[src/rtl/id_ex_operand_stage.sv]
// ID/EX operand register: captures decoded operands, forwards EX/MEM and MEM/WB results.
// Optional macro EX_FWD_EN enables the forwarding muxes and the stall-time operand refresh.
module id_ex_operand_stage #(
    parameter int DATA_W  = 32,
    parameter int RADDR_W = 5,
    parameter int OP_W    = 4
) (
    input  logic               CLK,
    input  logic               RST_N,
    input  logic               ID_VALID,
    input  logic [DATA_W-1:0]  ID_RS_DATA,
    input  logic [DATA_W-1:0]  ID_RT_DATA,
    input  logic [DATA_W-1:0]  ID_IMM,
    input  logic [4:0]         ID_SHAMT,
    input  logic [RADDR_W-1:0] ID_RS_ADDR,
    input  logic [RADDR_W-1:0] ID_RT_ADDR,
    input  logic               ID_A_SEL,
    input  logic [1:0]         ID_B_SEL,
    input  logic [OP_W-1:0]    ID_ALU_OP,
    input  logic [RADDR_W-1:0] ID_WR_ADDR,
    input  logic               ID_REG_WRITE,
    input  logic               STALL,
    input  logic               FLUSH,
    input  logic               MEM_REG_WRITE,
    input  logic [RADDR_W-1:0] MEM_WR_ADDR,
    input  logic [DATA_W-1:0]  MEM_RESULT,
    input  logic               WB_REG_WRITE,
    input  logic [RADDR_W-1:0] WB_WR_ADDR,
    input  logic [DATA_W-1:0]  WB_RESULT,
    output logic [DATA_W-1:0]  ALU_A,
    output logic [DATA_W-1:0]  ALU_B,
    output logic [OP_W-1:0]    ALU_OP,
    output logic               EX_VALID,
    output logic [RADDR_W-1:0] EX_WR_ADDR,
    output logic               EX_REG_WRITE,
    output logic [DATA_W-1:0]  EX_RT_FWD
);

    typedef struct packed {
        logic               valid;
        logic [DATA_W-1:0]  rs_data;
        logic [DATA_W-1:0]  rt_data;
        logic [RADDR_W-1:0] rs_addr;
        logic [RADDR_W-1:0] rt_addr;
        logic [DATA_W-1:0]  imm;
        logic [4:0]         shamt;
        logic               a_sel;
        logic [1:0]         b_sel;
        logic [OP_W-1:0]    alu_op;
        logic [RADDR_W-1:0] wr_addr;
        logic               reg_write;
    } id_ex_t;

    id_ex_t ex_q;
    id_ex_t id_d;
    logic [DATA_W-1:0] fwd_rs;
    logic [DATA_W-1:0] fwd_rt;

    assign id_d = '{
        valid:     ID_VALID,
        rs_data:   ID_RS_DATA,
        rt_data:   ID_RT_DATA,
        rs_addr:   ID_RS_ADDR,
        rt_addr:   ID_RT_ADDR,
        imm:       ID_IMM,
        shamt:     ID_SHAMT,
        a_sel:     ID_A_SEL,
        b_sel:     ID_B_SEL,
        alu_op:    ID_ALU_OP,
        wr_addr:   ID_WR_ADDR,
        reg_write: ID_REG_WRITE
    };

`ifdef EX_FWD_EN
    // MEM is the younger producer, so it is checked before WB; $0 never forwards.
    function automatic logic [DATA_W-1:0] fwd_sel(
        input logic [RADDR_W-1:0] addr,
        input logic [DATA_W-1:0]  regd,
        input logic               mrw,
        input logic [RADDR_W-1:0] mwa,
        input logic [DATA_W-1:0]  mres,
        input logic               wrw,
        input logic [RADDR_W-1:0] wwa,
        input logic [DATA_W-1:0]  wres
    );
        logic [DATA_W-1:0] v;
        v = regd;
        if (addr == '0)
            v = regd;
        else if (mrw && (mwa == addr))
            v = mres;
        else if (wrw && (wwa == addr))
            v = wres;
        return v;
    endfunction

    assign fwd_rs = fwd_sel(ex_q.rs_addr, ex_q.rs_data,
                            MEM_REG_WRITE, MEM_WR_ADDR, MEM_RESULT,
                            WB_REG_WRITE, WB_WR_ADDR, WB_RESULT);
    assign fwd_rt = fwd_sel(ex_q.rt_addr, ex_q.rt_data,
                            MEM_REG_WRITE, MEM_WR_ADDR, MEM_RESULT,
                            WB_REG_WRITE, WB_WR_ADDR, WB_RESULT);
`else
    logic unused_fwd;
    assign unused_fwd = ^{MEM_REG_WRITE, MEM_WR_ADDR, MEM_RESULT,
                          WB_REG_WRITE, WB_WR_ADDR, WB_RESULT,
                          ex_q.rs_addr, ex_q.rt_addr};
    assign fwd_rs = ex_q.rs_data;
    assign fwd_rt = ex_q.rt_data;
`endif

    always_ff @(posedge CLK) begin
        if (!RST_N) begin
            ex_q <= '0;
        end else if (FLUSH) begin
            ex_q.valid     <= 1'b0;
            ex_q.reg_write <= 1'b0;
            ex_q.alu_op    <= '0;
            ex_q.wr_addr   <= '0;
        end else if (STALL) begin
`ifdef EX_FWD_EN
            // Capture forwarded values so a producer leaving WB is not lost.
            ex_q.rs_data <= fwd_rs;
            ex_q.rt_data <= fwd_rt;
`endif
        end else begin
            ex_q <= id_d;
        end
    end

    assign ALU_A = ex_q.a_sel ? fwd_rt : fwd_rs;

    always_comb begin
        ALU_B = '0;
        unique case (ex_q.b_sel)
            2'd0: ALU_B = fwd_rt;
            2'd1: ALU_B = ex_q.imm;
            2'd2: ALU_B = {{(DATA_W-5){1'b0}}, ex_q.shamt};
            2'd3: ALU_B = '0;
            default: ALU_B = '0;
        endcase
    end

    assign ALU_OP       = ex_q.alu_op;
    assign EX_VALID     = ex_q.valid;
    assign EX_WR_ADDR   = ex_q.wr_addr;
    assign EX_REG_WRITE = ex_q.reg_write & ex_q.valid;
    assign EX_RT_FWD    = fwd_rt;

endmodule

[config.mk]
export PLATFORM = sky130hd
export DESIGN_NAME = id_ex_operand_stage
export DESIGN_NICKNAME = d
export VERILOG_FILES = /design/src/rtl/id_ex_operand_stage.sv
export SDC_FILE = /design/constraint.sdc
export NUM_CORES = 1
export LEC_CHECK = 0
export BUFFER_PORTS_ARGS = -buffer_cell sky130_fd_sc_hd__buf_4
export CAP_MARGIN = 20
export CORE_UTILIZATION = 35
export CTS_BUF_LIST = sky130_fd_sc_hd__clkbuf_2
export DETAILED_ROUTE_END_ITERATION = 8
export PLACE_DENSITY_LB_ADDON = 0.3
export SLEW_MARGIN = 10
export SYNTH_ARGS = -nofsm -noshare
export SYNTH_HDL_FRONTEND = slang
export SYNTH_SLANG_ARGS = --single-unit
[constraint.sdc]
create_clock -name CLK -period 1.4 [get_ports CLK]
set_input_delay 0.07 -clock CLK [delete_from_list [all_inputs] [get_ports CLK]]
set_output_delay 0.07 -clock CLK [all_outputs]
set_load 0.005 [all_outputs]
==> report_table.html, run 1 <==
<table>
<tr><th>Metric</th><th>Value</th></tr>
<tr><th colspan="2">Yosys</th></tr>
<tr><td>Most numerous cell types in the synthesized netlist</td><td>115 x sky130_fd_sc_hd__dfxtp_1, 104 x sky130_fd_sc_hd__a21oi_1, 96 x sky130_fd_sc_hd__o21ai_0, 83 x sky130_fd_sc_hd__or3b_1, 46 x sky130_fd_sc_hd__clkbuf_1</td></tr>
<tr><td>Biggest area contributors in the synthesized netlist</td><td>sky130_fd_sc_hd__dfxtp_1 39%, sky130_fd_sc_hd__or3b_1 12%, sky130_fd_sc_hd__a21oi_1 8.8%</td></tr>
<tr><td>Netlist Area Pre-Place</td><td>5938 um^2</td></tr>
<tr><td>Dominant cell by count in the synthesized netlist</td><td>sky130_fd_sc_hd__dfxtp_1</td></tr>
<tr><td>Fraction of the mapped netlist area in compound gates</td><td>0.1823</td></tr>
<tr><td>Predominant post-synthesis flop cell</td><td>sky130_fd_sc_hd__dfxtp_1</td></tr>
<tr><td>Post-synthesis average cell area</td><td>8.970 um^2</td></tr>
<tr><td>Area share of and/or/nand/nor cells after synthesis</td><td>0.1812</td></tr>
<tr><td>Synthesized flop and latch total</td><td>115</td></tr>
<tr><td>Library cell with the largest summed area after synthesis</td><td>sky130_fd_sc_hd__dfxtp_1</td></tr>
<tr><td>Dominant combinational cell family by area after synthesis</td><td>compound AO/OA/AOI/OAI gates</td></tr>
<tr><td>Distinct cells, synth</td><td>21</td></tr>
<tr><td>Number of enable-type register cells in the synthesized netlist</td><td>0</td></tr>
<tr><td>Portion of the post-synthesis area used by sequential elements</td><td>0.3877</td></tr>
<tr><td>Proportion of netlist area held by the largest area contributor</td><td>0.3877</td></tr>
<tr><td>Share of cell area taken by muxes after synthesis</td><td>0.1332</td></tr>
<tr><td>Yosys warns</td><td>0</td></tr>
<tr><td>Fraction of registers with async set or reset after synthesis</td><td>0</td></tr>
<tr><td>Post-Syn Nets</td><td>867</td></tr>
<tr><td>Synthesized instance count</td><td>662</td></tr>
<tr><td>Synthesized-area fraction occupied by xor and xnor cells</td><td>0</td></tr>
<tr><td>Area share of fa/ha/maj cells after synthesis</td><td>0</td></tr>
<tr><th colspan="2">Die</th></tr>
<tr><td>Chip Height</td><td>132.3 um</td></tr>
<tr><td>Chip width</td><td>132.3 um</td></tr>
<tr><td>Site Rows</td><td>47</td></tr>
<tr><td>I/O pin cnt</td><td>312</td></tr>
<tr><td>Initial standard-cell utilization of the core</td><td>0.3581</td></tr>
<tr><th colspan="2">Clock network</th></tr>
<tr><td>Number of gates resized after cts</td><td>56</td></tr>
<tr><td>Clock Path Buffers</td><td>2</td></tr>
<tr><td>Total number of H-tree levels</td><td>4</td></tr>
<tr><td>Hold buffer count at CTS</td><td>212</td></tr>
<tr><td>Number of buffers created by CTS</td><td>17</td></tr>
<tr><td># Post-CTS Setup Buffers</td><td>2</td></tr>
<tr><td>CTS sink cnt</td><td>115</td></tr>
<tr><td>Clk Tree Root Cell</td><td>sky130_fd_sc_hd__clkbuf_2</td></tr>
<tr><th colspan="2">Status</th></tr>
<tr><td>Run status</td><td>did not finish</td></tr>
<tr><td>First Error</td><td>[ERROR RSZ-0060] Max buffer count reached.</td></tr>
<tr><td>Stage at which the flow ended</td><td>clock tree synthesis (4_1_cts)</td></tr>
<tr><th colspan="2">Placement</th></tr>
<tr><td>Final weighted congestion in routability-driven placement</td><td>0.7649</td></tr>
<tr><td>Port Buf Inserts</td><td>225</td></tr>
<tr><td>HPWL Detailed</td><td>10.53 mm</td></tr>
</table>
==> cells by family after synthesis <==
family | count (synthesis)
buffers and inverters | 113
muxes | 75
DFF | 115
AOI/OAI and AO/OA | 213
and+or+nand+nor | 146
==> stage by stage <==
step	setup WS, ps	util	cell area, um^2	hold slack [ps]	instances
after floorplan	267.7	-	5938	213.9	662
after detailed placement	215.3	0.4577	7591	307.8	1019
after global placement	226.7	0.4577	7591	297.5	1019
==> inputs of run 2 (changes only) <==
--- a/config.mk
+++ b/config.mk
@@ -7,10 +7,9 @@
 export LEC_CHECK = 0
 export BUFFER_PORTS_ARGS = -buffer_cell sky130_fd_sc_hd__buf_4
 export CAP_MARGIN = 20
-export CORE_UTILIZATION = 35
-export CTS_BUF_LIST = sky130_fd_sc_hd__clkbuf_2
+export CORE_UTILIZATION = 20
 export DETAILED_ROUTE_END_ITERATION = 8
-export PLACE_DENSITY_LB_ADDON = 0.3
+export PLACE_DENSITY_LB_ADDON = 0.15
 export SLEW_MARGIN = 10
 export SYNTH_ARGS = -nofsm -noshare
 export SYNTH_HDL_FRONTEND = slang
==> report_table.html, run 2 <==
<table>
<tr><th>Metric</th><th>Value</th></tr>
<tr><th colspan="2">Status</th></tr>
<tr><td>Run status</td><td>finished with violations</td></tr>
<tr><td>Failing checks</td><td>setup timing</td></tr>
<tr><th colspan="2">Die</th></tr>
<tr><td>Site Rows</td><td>62 (+32%)</td></tr>
<tr><td>Core area</td><td>28940 um^2</td></tr>
<tr><td>Initial standard-cell utilization of the core</td><td>0.2052 (-0.1529)</td></tr>
<tr><td>I/O pin cnt</td><td>312 (unchanged)</td></tr>
<tr><td>Chip width</td><td>174.3 um (+32%)</td></tr>
<tr><td>Total Die Area</td><td>30380 um^2</td></tr>
<tr><td>Chip Height</td><td>174.3 um (+32%)</td></tr>
<tr><th colspan="2">Critical path</th></tr>
<tr><td>Worst R2R Start</td><td>ex_q[12]</td></tr>
<tr><td>Critical setup path kind</td><td>reg2out</td></tr>
<tr><td>Category of cells accounting for the largest share of critical-path delay</td><td>buffers and inverters</td></tr>
<tr><td>CP Launch Type</td><td>flip-flop</td></tr>
<tr><td>Largest driver fanout on the critical path</td><td>5</td></tr>
<tr><td>Arrival time of data at the critical path endpoint</td><td>1500 ps</td></tr>
<tr><td>Number of buffers and inverters on the critical path</td><td>3</td></tr>
<tr><td>Worst-path cell with the longest stage delay</td><td>sky130_fd_sc_hd__dfxtp_4</td></tr>
<tr><td>Capturing element type of the critical path</td><td>output pin</td></tr>
<tr><td>Worst flop-to-flop path endpoint</td><td>ex_q[12]</td></tr>
<tr><td>R2R cell count</td><td>4</td></tr>
<tr><td>Required arrival time at the worst endpoint</td><td>1330 ps</td></tr>
<tr><td>Longest individual stage delay on the worst path</td><td>360 ps</td></tr>
<tr><td>Minimum setup slack among reg-to-reg paths</td><td>490 ps</td></tr>
<tr><td>Cell breakdown of the critical path</td><td>buf_12 -&gt; buf_8 -&gt; nor2b_4 -&gt; o2bb2ai_2 -&gt; buf_4</td></tr>
<tr><th colspan="2">Pwr</th></tr>
<tr><td>LEAKAGE</td><td>3.919 nW</td></tr>
<tr><td>Overall power consumption</td><td>10.42 mW</td></tr>
<tr><td>VDD IR-drop max</td><td>0.0006357 V</td></tr>
<tr><td>Power density relative to cell area</td><td>1086 nW/um^2</td></tr>
<tr><th colspan="2">Hold path</th></tr>
<tr><td>Worst hold path stage count</td><td>3</td></tr>
<tr><td>Worst Hold End</td><td>ex_q[19]</td></tr>
<tr><td>Hold crit path type</td><td>in2reg</td></tr>
<tr><td>Source of the worst hold timing path</td><td>ID_IMM[1]</td></tr>
<tr><th colspan="2">Yosys</th></tr>
<tr><td>Post-Syn Nets</td><td>867 (unchanged)</td></tr>
<tr><td>Synthesized instance count</td><td>662 (unchanged)</td></tr>
<tr><td>Area share of and/or/nand/nor cells after synthesis</td><td>0.1812 (unchanged)</td></tr>
<tr><td>Distinct cells, synth</td><td>21 (unchanged)</td></tr>
<tr><td>Dominant cell by count in the synthesized netlist</td><td>sky130_fd_sc_hd__dfxtp_1</td></tr>
<tr><td>Synthesized-area fraction occupied by xor and xnor cells</td><td>0 (unchanged)</td></tr>
<tr><td>Portion of the post-synthesis area used by sequential elements</td><td>0.3877 (unchanged)</td></tr>
<tr><td>Most numerous cell types in the synthesized netlist</td><td>115 x sky130_fd_sc_hd__dfxtp_1, 104 x sky130_fd_sc_hd__a21oi_1, 96 x sky130_fd_sc_hd__o21ai_0, 83 x sky130_fd_sc_hd__or3b_1, 46 x sky130_fd_sc_hd__clkbuf_1</td></tr>
<tr><td>Post-synthesis average cell area</td><td>8.970 um^2 (unchanged)</td></tr>
<tr><td>Fraction of the mapped netlist area in compound gates</td><td>0.1823 (unchanged)</td></tr>
<tr><td>Proportion of netlist area held by the largest area contributor</td><td>0.3877 (unchanged)</td></tr>
<tr><td>Library cell with the largest summed area after synthesis</td><td>sky130_fd_sc_hd__dfxtp_1</td></tr>
<tr><td>Predominant post-synthesis flop cell</td><td>sky130_fd_sc_hd__dfxtp_1</td></tr>
<tr><td>Fraction of registers with async set or reset after synthesis</td><td>0 (unchanged)</td></tr>
<tr><td>Netlist Area Pre-Place</td><td>5938 um^2 (unchanged)</td></tr>
<tr><td>Area share of fa/ha/maj cells after synthesis</td><td>0 (unchanged)</td></tr>
<tr><td>Number of enable-type register cells in the synthesized netlist</td><td>0 (unchanged)</td></tr>
<tr><td>Dominant combinational cell family by area after synthesis</td><td>compound AO/OA/AOI/OAI gates</td></tr>
<tr><td>Biggest area contributors in the synthesized netlist</td><td>sky130_fd_sc_hd__dfxtp_1 39%, sky130_fd_sc_hd__or3b_1 12%, sky130_fd_sc_hd__a21oi_1 8.8%</td></tr>
<tr><td>Yosys warns</td><td>0 (unchanged)</td></tr>
<tr><td>Synthesized flop and latch total</td><td>115 (unchanged)</td></tr>
<tr><td>Share of cell area taken by muxes after synthesis</td><td>0.1332 (unchanged)</td></tr>
<tr><th colspan="2">Timing</th></tr>
<tr><td>Clock tree skew after final layout</td><td>0 ps</td></tr>
<tr><td>Slew Limit Headroom</td><td>0.7528</td></tr>
<tr><td>Total of endpoints with negative setup slack in the final report</td><td>64</td></tr>
<tr><td>Period utilisation layout</td><td>1.124</td></tr>
<tr><td>Transition time at the pin with the least slew margin</td><td>370.8 ps</td></tr>
<tr><td>Number of endpoints with negative hold slack in the final report</td><td>0</td></tr>
<tr><td>Time the worst path needs with I/O delays and setup</td><td>1574 ps</td></tr>
<tr><td>Setup repair after global routing missed its margin</td><td>true</td></tr>
<tr><td>Final WS setup</td><td>-173.8 ps</td></tr>
<tr><td>Max Freq</td><td>635.4 MHz</td></tr>
<tr><td>Fin. max-slew vios</td><td>0</td></tr>
<tr><th colspan="2">Final layout</th></tr>
<tr><td>Layout Cells excl Fill</td><td>1305</td></tr>
<tr><td>Final #Nets</td><td>1113</td></tr>
<tr><td>Most common cell after layout, fill and taps aside</td><td>sky130_fd_sc_hd__buf_4</td></tr>
<tr><td>Fillcell total</td><td>3056</td></tr>
<tr><td>Layout overhead on the synthesized area</td><td>61.63%</td></tr>
<tr><td>Inserted Diodes</td><td>0</td></tr>
<tr><td>Leading cell types in the layout, fill and taps excluded</td><td>226 x sky130_fd_sc_hd__buf_4, 112 x sky130_fd_sc_hd__dfxtp_1, 104 x sky130_fd_sc_hd__a21oi_1</td></tr>
<tr><td>Layout cell share with drive strength beyond 1</td><td>0.3844</td></tr>
<tr><td>Post-route standard cell area excluding fillers</td><td>9598 um^2</td></tr>
<tr><td>Flip-flop count of the largest register after layout</td><td>41</td></tr>
<tr><td>Largest register by flop count</td><td>ex_q</td></tr>
<tr><th colspan="2">Clock network</th></tr>
<tr><td>Clock-pin slew on the worst setup and hold paths</td><td>60 ps</td></tr>
<tr><td>CTS sink cnt</td><td>115 (unchanged)</td></tr>
<tr><td>Total number of H-tree levels</td><td>4 (unchanged)</td></tr>
<tr><td>Clk Tree Root Cell</td><td>sky130_fd_sc_hd__clkbuf_16</td></tr>
<tr><td>Clock latency of the later-clocked register in the worst-skew pair</td><td>420 ps</td></tr>
<tr><td>TritonCTS clock tree</td><td>yes</td></tr>
<tr><td>Number of buffers created by CTS</td><td>17 (unchanged)</td></tr>
<tr><td>Clock Path Buffers</td><td>2 (unchanged)</td></tr>
<tr><th colspan="2">Global route</th></tr>
<tr><td>Met1 GRT Util</td><td>0.1977</td></tr>
<tr><td>Largest net degree at the start of global routing</td><td>67</td></tr>
<tr><td>Met2 global-route usage</td><td>0.2097</td></tr>
<tr><td>Number of global-route vias before repair</td><td>5477</td></tr>
<tr><td>Number of antenna violations at the first check in global routing</td><td>0</td></tr>
<tr><td>Total routing resource utilization after global routing</td><td>0.1417</td></tr>
<tr><td>Wire length of the first global-routing pass</td><td>33.06 mm</td></tr>
<tr><td>Most congested layer reported by global routing</td><td>met2</td></tr>
<tr><td>Met3 layer usage reported by global route</td><td>0.03981</td></tr>
<tr><td>GR Overflow Total</td><td>0</td></tr>
<tr><th colspan="2">Detailed routing</th></tr>
<tr><td>DRC</td><td>0</td></tr>
<tr><td>Routed wire length</td><td>22.08 mm</td></tr>
<tr><td>Total number of vias</td><td>5613</td></tr>
<tr><td>Pre-antenna DRT Iters</td><td>4</td></tr>
<tr><td>Number of DRC markers after the initial detailed-route iteration</td><td>290</td></tr>
<tr><td>Final ANT Viol Nets</td><td>0</td></tr>
<tr><td>Wire length per cell after detailed routing</td><td>16.92 um</td></tr>
<tr><td>Via/cell ratio</td><td>4.301</td></tr>
<tr><th colspan="2">Flow run</th></tr>
<tr><td>Number of max-capacitance violations reported</td><td>0</td></tr>
<tr><th colspan="2">Placement</th></tr>
<tr><td>HPWL Detailed</td><td>14.83 mm (+41%)</td></tr>
<tr><td>Final weighted congestion in routability-driven placement</td><td>0.7393 (-3.3%)</td></tr>
<tr><td>Port Buf Inserts</td><td>225 (unchanged)</td></tr>
<tr><td>Number of placed instances, taps included</td><td>1184 (+16%)</td></tr>
<tr><td>Cell area after placement</td><td>7812 um^2 (+2.9%)</td></tr>
</table>
## run 2: per-stage QoR
stage / setup slack [ps] / hold WS, ps / util / TNS, ps
5_1_grt: -237.5 / 3.511 / 0.3317 / -12580
2_1_floorplan: 267.7 / 213.9 / - / 0
6_report: -173.8 / 19.60 / 0.3317 / -8306
3_5_place_dp: 203.2 / 307.3 / 0.2700 / 0
4_1_cts: -197.4 / 0.3180 / 0.3255 / -9979
3_3_place_gp: 221.4 / 298.0 / 0.2700 / 0
## run 2: logic make-up (layout without fill, tap and decap cells)
group / Yosys count / after routing
buf+inv: 113 / 372
mux: 75 / 75
compound gates: 213 / 213
simple gates: 146 / 146
flops: 115 / 115
## run 2: timing repair
item / in CTS / in global routing
gates cloned: 1 / 2
hold buffers: 82 / 0
buffers inserted: 2 / 3
endpoints found under the hold margin: 82 / 0
gates resized for setup: 8 / 29
pin swaps: 1 / 4
setup endpoints to repair: 64 / 64
## run 2: power breakdown
part	leakage, nW	internal [mW]	switching (mW)
Combinational	2.64	0.925	0.623
Clock	0.340	3.62	1.71
Sequential	0.942	3.42	0.126
## run 2: cell type report
type / count / area, um^2 / area share
clock buffers: 19 / 452.9 / 0.04719
clock inverters: 13 / 252.7 / 0.02633
inverters: 1 / 6.256 / 0.0006518
multi-input cells: 434 / 3035 / 0.3163
flip-flops and latches: 115 / 2311 / 0.2408
well taps: 384 / 480.5 / 0.05006
repair buffers: 339 / 3059 / 0.3187
## run 2: per-layer routing
metal  wire length, um  part of all wire
met3              1114             0.050
met4               250             0.011
met1             10890              0.49
met2              9828              0.45
met5                 0                 0
## run 2: how the worst max path moves through the flow
stage                         from    endpoint  slack [ps]  depth (start not counted)
after floorplan           ex_q[12]   ALU_A[10]         270                          3
after global placement       STALL  fwd_rs[21]         220                          4
after detailed placement     STALL  fwd_rs[21]         200                          4
after CTS                 ex_q[12]   ALU_A[24]        -200                          3
after global routing      ex_q[10]    ALU_B[1]        -240                          5
final                     ex_q[10]    ALU_B[1]        -170                          5
## run 2: tightest hold or removal path, cell delays in order
cell                      delay [ps]
sky130_fd_sc_hd__buf_4           110
sky130_fd_sc_hd__or3b_1          150
sky130_fd_sc_hd__a21oi_1          50
(Power assumes the default switching activity.)
==> inputs of run 3 (changes only) <==
--- a/config.mk
+++ b/config.mk
@@ -10,6 +10,7 @@
 export CORE_UTILIZATION = 20
 export DETAILED_ROUTE_END_ITERATION = 8
 export PLACE_DENSITY_LB_ADDON = 0.15
+export SETUP_SLACK_MARGIN = 0.15
 export SLEW_MARGIN = 10
 export SYNTH_ARGS = -nofsm -noshare
 export SYNTH_HDL_FRONTEND = slang
==> report_table.html, run 3 (synthesis results as in run 2) <==
<table>
<tr><th>Metric</th><th>Value</th></tr>
<tr><th colspan="2">Timing</th></tr>
<tr><td>Period utilisation layout</td><td>1.124 (about the same)</td></tr>
<tr><td>Slew Limit Headroom</td><td>0.7535 (about the same)</td></tr>
<tr><td>Time the worst path needs with I/O delays and setup</td><td>1574 ps (+0.4030 ps)</td></tr>
<tr><td>Fin. max-slew vios</td><td>0 (unchanged)</td></tr>
<tr><td>Hold Worst Slack</td><td>20.30 ps (+0.6982 ps)</td></tr>
<tr><td>Max Freq</td><td>635.3 MHz (about the same)</td></tr>
<tr><td>Clock tree skew after final layout</td><td>0 ps (unchanged)</td></tr>
<tr><td>Number of endpoints with negative hold slack in the final report</td><td>0 (unchanged)</td></tr>
<tr><td>Total of endpoints with negative setup slack in the final report</td><td>64 (unchanged)</td></tr>
<tr><td>Final WS setup</td><td>-174.2 ps (-0.4030 ps)</td></tr>
<tr><td>Transition time at the pin with the least slew margin</td><td>369.8 ps (-1.014 ps)</td></tr>
<tr><td>Setup repair after global routing missed its margin</td><td>true</td></tr>
<tr><th colspan="2">Global route</th></tr>
<tr><td>Wire length of the first global-routing pass</td><td>33.06 mm (unchanged)</td></tr>
<tr><td>Total routing resource utilization after global routing</td><td>0.1417 (unchanged)</td></tr>
<tr><td>Number of antenna violations at the first check in global routing</td><td>0 (unchanged)</td></tr>
<tr><td>Largest net degree at the start of global routing</td><td>67 (unchanged)</td></tr>
<tr><td>Number of global-route vias before repair</td><td>5477 (unchanged)</td></tr>
<tr><td>GR Overflow Total</td><td>0 (unchanged)</td></tr>
<tr><th colspan="2">Die</th></tr>
<tr><td>Chip Height</td><td>174.3 um (unchanged)</td></tr>
<tr><td>I/O pin cnt</td><td>312 (unchanged)</td></tr>
<tr><td>Core area</td><td>28940 um^2 (unchanged)</td></tr>
<tr><td>Initial standard-cell utilization of the core</td><td>0.2052 (unchanged)</td></tr>
<tr><td>Chip width</td><td>174.3 um (unchanged)</td></tr>
<tr><td>Site Rows</td><td>62 (unchanged)</td></tr>
<tr><td>Total Die Area</td><td>30380 um^2 (unchanged)</td></tr>
<tr><th colspan="2">Detailed routing</th></tr>
<tr><td>DRC</td><td>0 (unchanged)</td></tr>
<tr><td>Number of DRC markers after the initial detailed-route iteration</td><td>321 (+11%)</td></tr>
<tr><td>Via/cell ratio</td><td>4.307 (+0.14%)</td></tr>
<tr><td>Routed wire length</td><td>22.11 mm (+0.14%)</td></tr>
<tr><td>Total number of vias</td><td>5625 (+0.21%)</td></tr>
<tr><td>Wire length per cell after detailed routing</td><td>16.93 um (about the same)</td></tr>
<tr><td>Final ANT Viol Nets</td><td>0 (unchanged)</td></tr>
<tr><td>Pre-antenna DRT Iters</td><td>4 (unchanged)</td></tr>
<tr><th colspan="2">Pwr</th></tr>
<tr><td>VDD IR-drop max</td><td>0.0006334 V (-0.36%)</td></tr>
<tr><td>LEAKAGE</td><td>3.931 nW (+0.29%)</td></tr>
<tr><td>Overall power consumption</td><td>10.43 mW (about the same)</td></tr>
<tr><td>Power density relative to cell area</td><td>1083 nW/um^2 (-0.26%)</td></tr>
<tr><th colspan="2">Placement</th></tr>
<tr><td>Final weighted congestion in routability-driven placement</td><td>0.7393 (unchanged)</td></tr>
<tr><td>Port Buf Inserts</td><td>225 (unchanged)</td></tr>
<tr><td>Cell area after placement</td><td>7812 um^2 (unchanged)</td></tr>
<tr><td>Pre-CTS setup slack</td><td>203.2 ps (unchanged)</td></tr>
<tr><td>HPWL Detailed</td><td>14.83 mm (unchanged)</td></tr>
<tr><th colspan="2">Clock network</th></tr>
<tr><td>Clock Path Buffers</td><td>2 (unchanged)</td></tr>
<tr><td>Clock-pin slew on the worst setup and hold paths</td><td>60 ps (about the same)</td></tr>
<tr><td>Number of buffers created by CTS</td><td>17 (unchanged)</td></tr>
<tr><td>TritonCTS clock tree</td><td>yes</td></tr>
<tr><td>Clock latency of the later-clocked register in the worst-skew pair</td><td>410 ps (about the same)</td></tr>
<tr><td>CTS sink cnt</td><td>115 (unchanged)</td></tr>
<tr><td>Total number of H-tree levels</td><td>4 (unchanged)</td></tr>
<tr><td>Clk Tree Root Cell</td><td>sky130_fd_sc_hd__clkbuf_16</td></tr>
<tr><th colspan="2">Critical path</th></tr>
<tr><td>Worst-path cell with the longest stage delay</td><td>sky130_fd_sc_hd__dfxtp_4</td></tr>
<tr><td>Critical setup path kind</td><td>reg2out</td></tr>
<tr><td>Arrival time of data at the critical path endpoint</td><td>1500 ps (about the same)</td></tr>
<tr><td>Cell breakdown of the critical path</td><td>buf_12 -&gt; buf_12 -&gt; buf_16 -&gt; mux2i_1 -&gt; nor2_1 -&gt; buf_4</td></tr>
<tr><td>Required arrival time at the worst endpoint</td><td>1330 ps (about the same)</td></tr>
<tr><td>Capturing element type of the critical path</td><td>output pin</td></tr>
<tr><td>CP Launch Type</td><td>flip-flop</td></tr>
<tr><td>Longest individual stage delay on the worst path</td><td>370 ps (about the same)</td></tr>
<tr><td>Largest driver fanout on the critical path</td><td>5 (unchanged)</td></tr>
<tr><td>Cell repeated most along the worst path</td><td>sky130_fd_sc_hd__buf_12</td></tr>
<tr><th colspan="2">Final layout</th></tr>
<tr><td>Layout overhead on the synthesized area</td><td>62.12%</td></tr>
<tr><td>Inserted Diodes</td><td>0 (unchanged)</td></tr>
<tr><td>Flip-flop count of the largest register after layout</td><td>41 (unchanged)</td></tr>
<tr><td>Final #Nets</td><td>1114 (+0.090%)</td></tr>
<tr><td>Fillcell total</td><td>3053 (-0.098%)</td></tr>
<tr><td>Leading cell types in the layout, fill and taps excluded</td><td>225 x sky130_fd_sc_hd__buf_4, 112 x sky130_fd_sc_hd__dfxtp_1, 104 x sky130_fd_sc_hd__a21oi_1</td></tr>
<tr><td>Largest register by flop count</td><td>ex_q</td></tr>
<tr><td>Most common cell after layout, fill and taps aside</td><td>sky130_fd_sc_hd__buf_4</td></tr>
<tr><td>Finished Core Util</td><td>0.3327 (+0.0009940)</td></tr>
<tr><td>Post-route standard cell area excluding fillers</td><td>9627 um^2 (+0.30%)</td></tr>
<tr><td>Layout cell share with drive strength beyond 1</td><td>0.3839 (-0.0004169)</td></tr>
<tr><th colspan="2">Flow run</th></tr>
<tr><td>Number of max-capacitance violations reported</td><td>0 (unchanged)</td></tr>
<tr><th colspan="2">Status</th></tr>
<tr><td>Run status</td><td>finished with violations</td></tr>
<tr><td>Failing checks</td><td>setup timing</td></tr>
<tr><th colspan="2">Hold path</th></tr>
<tr><td>Hold crit path type</td><td>in2reg</td></tr>
</table>
run 3: changes by cell type in the layout (fill, tap and decap cells not counted):
cell and delta:
sky130_fd_sc_hd__buf_16 +1, sky130_fd_sc_hd__buf_4 -1, sky130_fd_sc_hd__buf_6 +1, sky130_fd_sc_hd__mux2_2 -1, sky130_fd_sc_hd__mux2_4 +1, sky130_fd_sc_hd__o2bb2ai_1 +1, sky130_fd_sc_hd__o2bb2ai_2 -1
run 3: area by class of cell:
cell class,count,area (um^2),area share
clock buffer,19,452.9,0.04705
clock inverter,13,252.7,0.02625
inverter,1,6.256,0.0006499
multi-input combinational,434,3033,0.3151
sequential,115,2311,0.2401
tap,384,480.5,0.04991
timing repair buffer,340,3090,0.3210
run 3: per-stage QoR:
step                      setup TNS [ps]  std cells
after floorplan                        0        662
after global placement                 0       1184
after detailed placement               0       1184
after CTS                          -9979       1301
after global routing              -12940       1306
final                              -8667       1306
run 3: path summary, 6_finish.rpt:
kind                   start         end  slack [ps]  cells past startpoint
hold / removal     ID_IMM[3]    ex_q[21]          20                      3
setup reg to reg    ex_q[12]    ex_q[12]         490                      4
setup / recovery    ex_q[10]    ALU_B[6]        -170                      6
hold reg to reg   fwd_rs[23]  fwd_rs[23]         470                      2
run 3: per-layer routing:
layer | wire [um] | global-route usage
met1 | 10840 | 0.1977
met5 | 0 | 0
met3 | 1132 | 0.03981
met2 | 9852 | 0.2097
met4 | 282 | 0.04167
run 3: what timing repair did:
| action | in CTS | in global routing |
|---|---|---|
| hold buffers | 82 | 0 |
| buffers inserted | 2 | 3 |
| gates resized for setup | 8 | 30 |
| pin swaps | 1 | 4 |
| endpoints found under the setup margin | 64 | 64 |
| cloned | 1 | 2 |
| hold endpoints to repair | 82 | 0 |
run 3: power by group:
group,internal (mW),leakage [nW],switching (mW)
combinational,0.933,2.65,0.623
sequential,3.42,0.942,0.125
clock,3.62,0.340,1.71
total,7.97,3.93,2.45
run 3: critical path: cells and delay by family, from the launching register on:
kind / cells / cell delay, ps
buffers and inverters: 4 / 500
flip-flops: 1 / 370
multiplexers: 1 / 180
AND/OR/NAND/NOR: 1 / 60
==> inputs of run 4 (changes only) <==
--- a/config.mk
+++ b/config.mk
@@ -10,6 +10,7 @@
 export CORE_UTILIZATION = 20
 export DETAILED_ROUTE_END_ITERATION = 8
 export PLACE_DENSITY_LB_ADDON = 0.15
+export RECOVER_POWER = 25
 export SETUP_SLACK_MARGIN = 0.15
 export SLEW_MARGIN = 10
 export SYNTH_ARGS = -nofsm -noshare
==> report_table.html, run 4 (synthesis results as in run 2) <==
<table>
<tr><th>Metric</th><th>Value</th></tr>
<tr><th colspan="2">Clock network</th></tr>
<tr><td>Number of buffers created by CTS</td><td>17 (unchanged)</td></tr>
<tr><td>Clk Tree Root Cell</td><td>sky130_fd_sc_hd__clkbuf_16</td></tr>
<tr><td>Clock-pin slew on the worst setup and hold paths</td><td>60 ps (about the same)</td></tr>
<tr><td>TritonCTS clock tree</td><td>yes</td></tr>
<tr><td>Clock latency of the later-clocked register in the worst-skew pair</td><td>410 ps (about the same)</td></tr>
<tr><td>Total number of H-tree levels</td><td>4 (unchanged)</td></tr>
<tr><td>Clock Path Buffers</td><td>2 (unchanged)</td></tr>
<tr><td>CTS sink cnt</td><td>115 (unchanged)</td></tr>
<tr><th colspan="2">Pwr</th></tr>
<tr><td>Fraction of power spent switching nets</td><td>0.2355 (about the same)</td></tr>
<tr><td>VDD IR-drop max</td><td>0.0006305 V (-0.46%)</td></tr>
<tr><td>Power density relative to cell area</td><td>1088 nW/um^2 (+0.47%)</td></tr>
<tr><td>LEAKAGE</td><td>3.904 nW (-0.68%)</td></tr>
<tr><td>Internal power of the cells</td><td>7.949 mW (-0.28%)</td></tr>
<tr><td>NetSw</td><td>2.449 mW (-0.21%)</td></tr>
<tr><td>Clk pwr share</td><td>0.512 (about the same)</td></tr>
<tr><td>Share of power burned in registers</td><td>0.341 (about the same)</td></tr>
<tr><td>Logic gate share of total power</td><td>0.147 (-0.002)</td></tr>
<tr><th colspan="2">Global route</th></tr>
<tr><td>Met1 GRT Util</td><td>0.1977 (unchanged)</td></tr>
<tr><td>Largest net degree at the start of global routing</td><td>67 (unchanged)</td></tr>
<tr><td>GR Overflow Total</td><td>0 (unchanged)</td></tr>
<tr><td>Met2 global-route usage</td><td>0.2097 (unchanged)</td></tr>
<tr><td>Total routing resource utilization after global routing</td><td>0.1417 (unchanged)</td></tr>
<tr><td>Number of antenna violations at the first check in global routing</td><td>0 (unchanged)</td></tr>
<tr><td>Met3 layer usage reported by global route</td><td>0.03981 (unchanged)</td></tr>
<tr><td>Wire length of the first global-routing pass</td><td>33.06 mm (unchanged)</td></tr>
<tr><td>Number of global-route vias before repair</td><td>5477 (unchanged)</td></tr>
<tr><td>Most congested layer reported by global routing</td><td>met2</td></tr>
<tr><th colspan="2">Critical path</th></tr>
<tr><td>Capturing element type of the critical path</td><td>output pin</td></tr>
<tr><td>Arrival time of data at the critical path endpoint</td><td>1500 ps (about the same)</td></tr>
<tr><td>Required arrival time at the worst endpoint</td><td>1330 ps (about the same)</td></tr>
<tr><td>Worst flop-to-flop path endpoint</td><td>ex_q[12]</td></tr>
<tr><td>Critical setup path kind</td><td>reg2out</td></tr>
<tr><td>Largest driver fanout on the critical path</td><td>5 (unchanged)</td></tr>
<tr><td>Minimum setup slack among reg-to-reg paths</td><td>490 ps (about the same)</td></tr>
<tr><td>CP Launch Type</td><td>flip-flop</td></tr>
<tr><td>R2R cell count</td><td>4 (unchanged)</td></tr>
<tr><td>Launch point of the worst path</td><td>ex_q[10]</td></tr>
<tr><td>Last element of the critical path</td><td>ALU_B[6]</td></tr>
<tr><td>Worst R2R Start</td><td>ex_q[12]</td></tr>
<tr><th colspan="2">Final layout</th></tr>
<tr><td>Flip-flop count of the largest register after layout</td><td>41 (unchanged)</td></tr>
<tr><td>Largest register by flop count</td><td>ex_q</td></tr>
<tr><td>Finished Core Util</td><td>0.3303 (-0.002421)</td></tr>
<tr><td>Post-route standard cell area excluding fillers</td><td>9557 um^2 (-0.73%)</td></tr>
<tr><td>Inserted Diodes</td><td>0 (unchanged)</td></tr>
<tr><td>Leading cell types in the layout, fill and taps excluded</td><td>222 x sky130_fd_sc_hd__buf_4, 112 x sky130_fd_sc_hd__dfxtp_1, 104 x sky130_fd_sc_hd__a21oi_1</td></tr>
<tr><td>Final #Nets</td><td>1114 (unchanged)</td></tr>
<tr><td>Layout cell share with drive strength beyond 1</td><td>0.3829 (-0.001085)</td></tr>
<tr><td>Most common cell after layout, fill and taps aside</td><td>sky130_fd_sc_hd__buf_4</td></tr>
<tr><td>Layout overhead on the synthesized area</td><td>60.94%</td></tr>
<tr><th colspan="2">Timing</th></tr>
<tr><td>Number of endpoints with negative hold slack in the final report</td><td>0 (unchanged)</td></tr>
<tr><td>Total of endpoints with negative setup slack in the final report</td><td>75 (+17%)</td></tr>
<tr><td>Final WS setup</td><td>-172.7 ps (+1.433 ps)</td></tr>
<tr><td>Max Freq</td><td>635.8 MHz (about the same)</td></tr>
<tr><td>Slew Limit Headroom</td><td>0.4394 (-0.3140)</td></tr>
<tr><td>Transition time at the pin with the least slew margin</td><td>840.8 ps (+471.1 ps)</td></tr>
<tr><td>Period utilisation layout</td><td>1.123 (about the same)</td></tr>
<tr><td>Fin. max-slew vios</td><td>0 (unchanged)</td></tr>
<tr><td>Clock tree skew after final layout</td><td>0 ps (unchanged)</td></tr>
<tr><td>Setup repair after global routing missed its margin</td><td>true</td></tr>
<tr><td>Time the worst path needs with I/O delays and setup</td><td>1573 ps (-1.433 ps)</td></tr>
<tr><th colspan="2">Placement</th></tr>
<tr><td>Port Buf Inserts</td><td>225 (unchanged)</td></tr>
<tr><td>Final weighted congestion in routability-driven placement</td><td>0.7393 (unchanged)</td></tr>
<tr><td>Cell area after placement</td><td>7812 um^2 (unchanged)</td></tr>
<tr><td>HPWL Detailed</td><td>14.83 mm (unchanged)</td></tr>
<tr><th colspan="2">Status</th></tr>
<tr><td>Run status</td><td>finished with violations</td></tr>
<tr><td>Failing checks</td><td>setup timing</td></tr>
<tr><th colspan="2">Detailed routing</th></tr>
<tr><td>Final ANT Viol Nets</td><td>0 (unchanged)</td></tr>
<tr><td>Total number of vias</td><td>5623 (-0.036%)</td></tr>
<tr><td>DRC</td><td>0 (unchanged)</td></tr>
<tr><td>Number of DRC markers after the initial detailed-route iteration</td><td>313 (-2.5%)</td></tr>
<tr><td>Wire length per cell after detailed routing</td><td>16.97 um (+0.25%)</td></tr>
<tr><td>Pre-antenna DRT Iters</td><td>4 (unchanged)</td></tr>
<tr><td>Via/cell ratio</td><td>4.306 (about the same)</td></tr>
<tr><td>Routed wire length</td><td>22.17 mm (+0.25%)</td></tr>
<tr><th colspan="2">Die</th></tr>
<tr><td>Chip Height</td><td>174.3 um (unchanged)</td></tr>
<tr><td>Chip width</td><td>174.3 um (unchanged)</td></tr>
<tr><td>Initial standard-cell utilization of the core</td><td>0.2052 (unchanged)</td></tr>
<tr><td>Core area</td><td>28940 um^2 (unchanged)</td></tr>
<tr><td>Total Die Area</td><td>30380 um^2 (unchanged)</td></tr>
<tr><td>Site Rows</td><td>62 (unchanged)</td></tr>
<tr><td>I/O pin cnt</td><td>312 (unchanged)</td></tr>
<tr><th colspan="2">Flow run</th></tr>
<tr><td>Number of max-capacitance violations reported</td><td>0 (unchanged)</td></tr>
<tr><th colspan="2">Hold path</th></tr>
<tr><td>Hold crit path type</td><td>in2reg</td></tr>
</table>
## run 4: cell count changes in the layout (fill, tap and decap cells not counted)
| cell | change |
|---|---|
| sky130_fd_sc_hd__clkbuf_2 | +5 |
| sky130_fd_sc_hd__buf_4 | -3 |
| sky130_fd_sc_hd__clkbuf_1 | +1 |
| sky130_fd_sc_hd__buf_6 | -1 |
| sky130_fd_sc_hd__buf_12 | -4 |
| sky130_fd_sc_hd__clkbuf_4 | +2 |
## run 4: worst max-delay path: stages (launching register included)
cell	delay (ps)
sky130_fd_sc_hd__dfxtp_4	370
sky130_fd_sc_hd__buf_12	140
sky130_fd_sc_hd__buf_12	110
sky130_fd_sc_hd__buf_16	110
sky130_fd_sc_hd__mux2i_1	180
sky130_fd_sc_hd__nor2_1	60
sky130_fd_sc_hd__buf_4	130
## run 4: repair_timing
action / in CTS / in global routing
gates resized for setup: 8 / 30
pin swaps: 1 / 4
buffers inserted: 2 / 3
hold buffers: 82 / 0
hold endpoints to repair: 82 / 0
setup endpoints to repair: 64 / 64
cloned: 1 / 2
## run 4: cell type report
type,instances,area (um^2)
Clock inverter,13,252.7
Clock buffer,19,452.9
Sequential cell,115,2311
Inverter,1,6.256
Tap cell,384,480.5
Fill cell,3064,19380
Timing Repair Buffer,340,3020
Multi-Input combinational cell,434,3033
## run 4: per-stage QoR
| stage | worst slack, ps | std cells | power, mW | TNS, ps | hold slack (ps) |
|---|---|---|---|---|---|
| after floorplan | 267.7 | 662 | 4.243 | 0 | 213.9 |
| after global placement | 221.4 | 1184 | 4.911 | 0 | 298.0 |
| after detailed placement | 203.2 | 1184 | 4.918 | 0 | 307.3 |
| after CTS | -197.4 | 1301 | 10.53 | -9979 | 0.3180 |
| after global routing | -258.2 | 1306 | 10.86 | -14990 | 3.511 |
| final | -172.7 | 1306 | 10.40 | -8924 | 22.68 |
## run 4: worst min-delay path by stage
stage,from,end,slack (ps),cells after the start
floorplan,ID_ALU_OP[0],ALU_OP[0],210,2
global placement,ID_WR_ADDR[1],EX_WR_ADDR[1],300,3
detailed placement,ID_WR_ADDR[1],EX_WR_ADDR[1],310,3
CTS,ID_SHAMT[3],ex_q[16],0.3,3
global route,ID_IMM[0],ex_q[18],4,3
finish,ID_IMM[3],ex_q[21],20,3
## run 4: routing by layer
metal	up-vias	wire, um
met1	2647	10910
li1	2825	-
met5	-	0
met3	13	1130
met2	138	9896
met4	0	229
## run 4: power groups by stage
stage               Combinational [mW]  Sequential (mW)  Clock [mW]
floorplan                        0.693             3.55           0
global placement                  1.29             3.62           0
detailed placement                1.30             3.62           0
CTS                               1.52             3.55        5.47
global route                      1.67             3.57        5.62
finish                            1.53             3.54        5.32
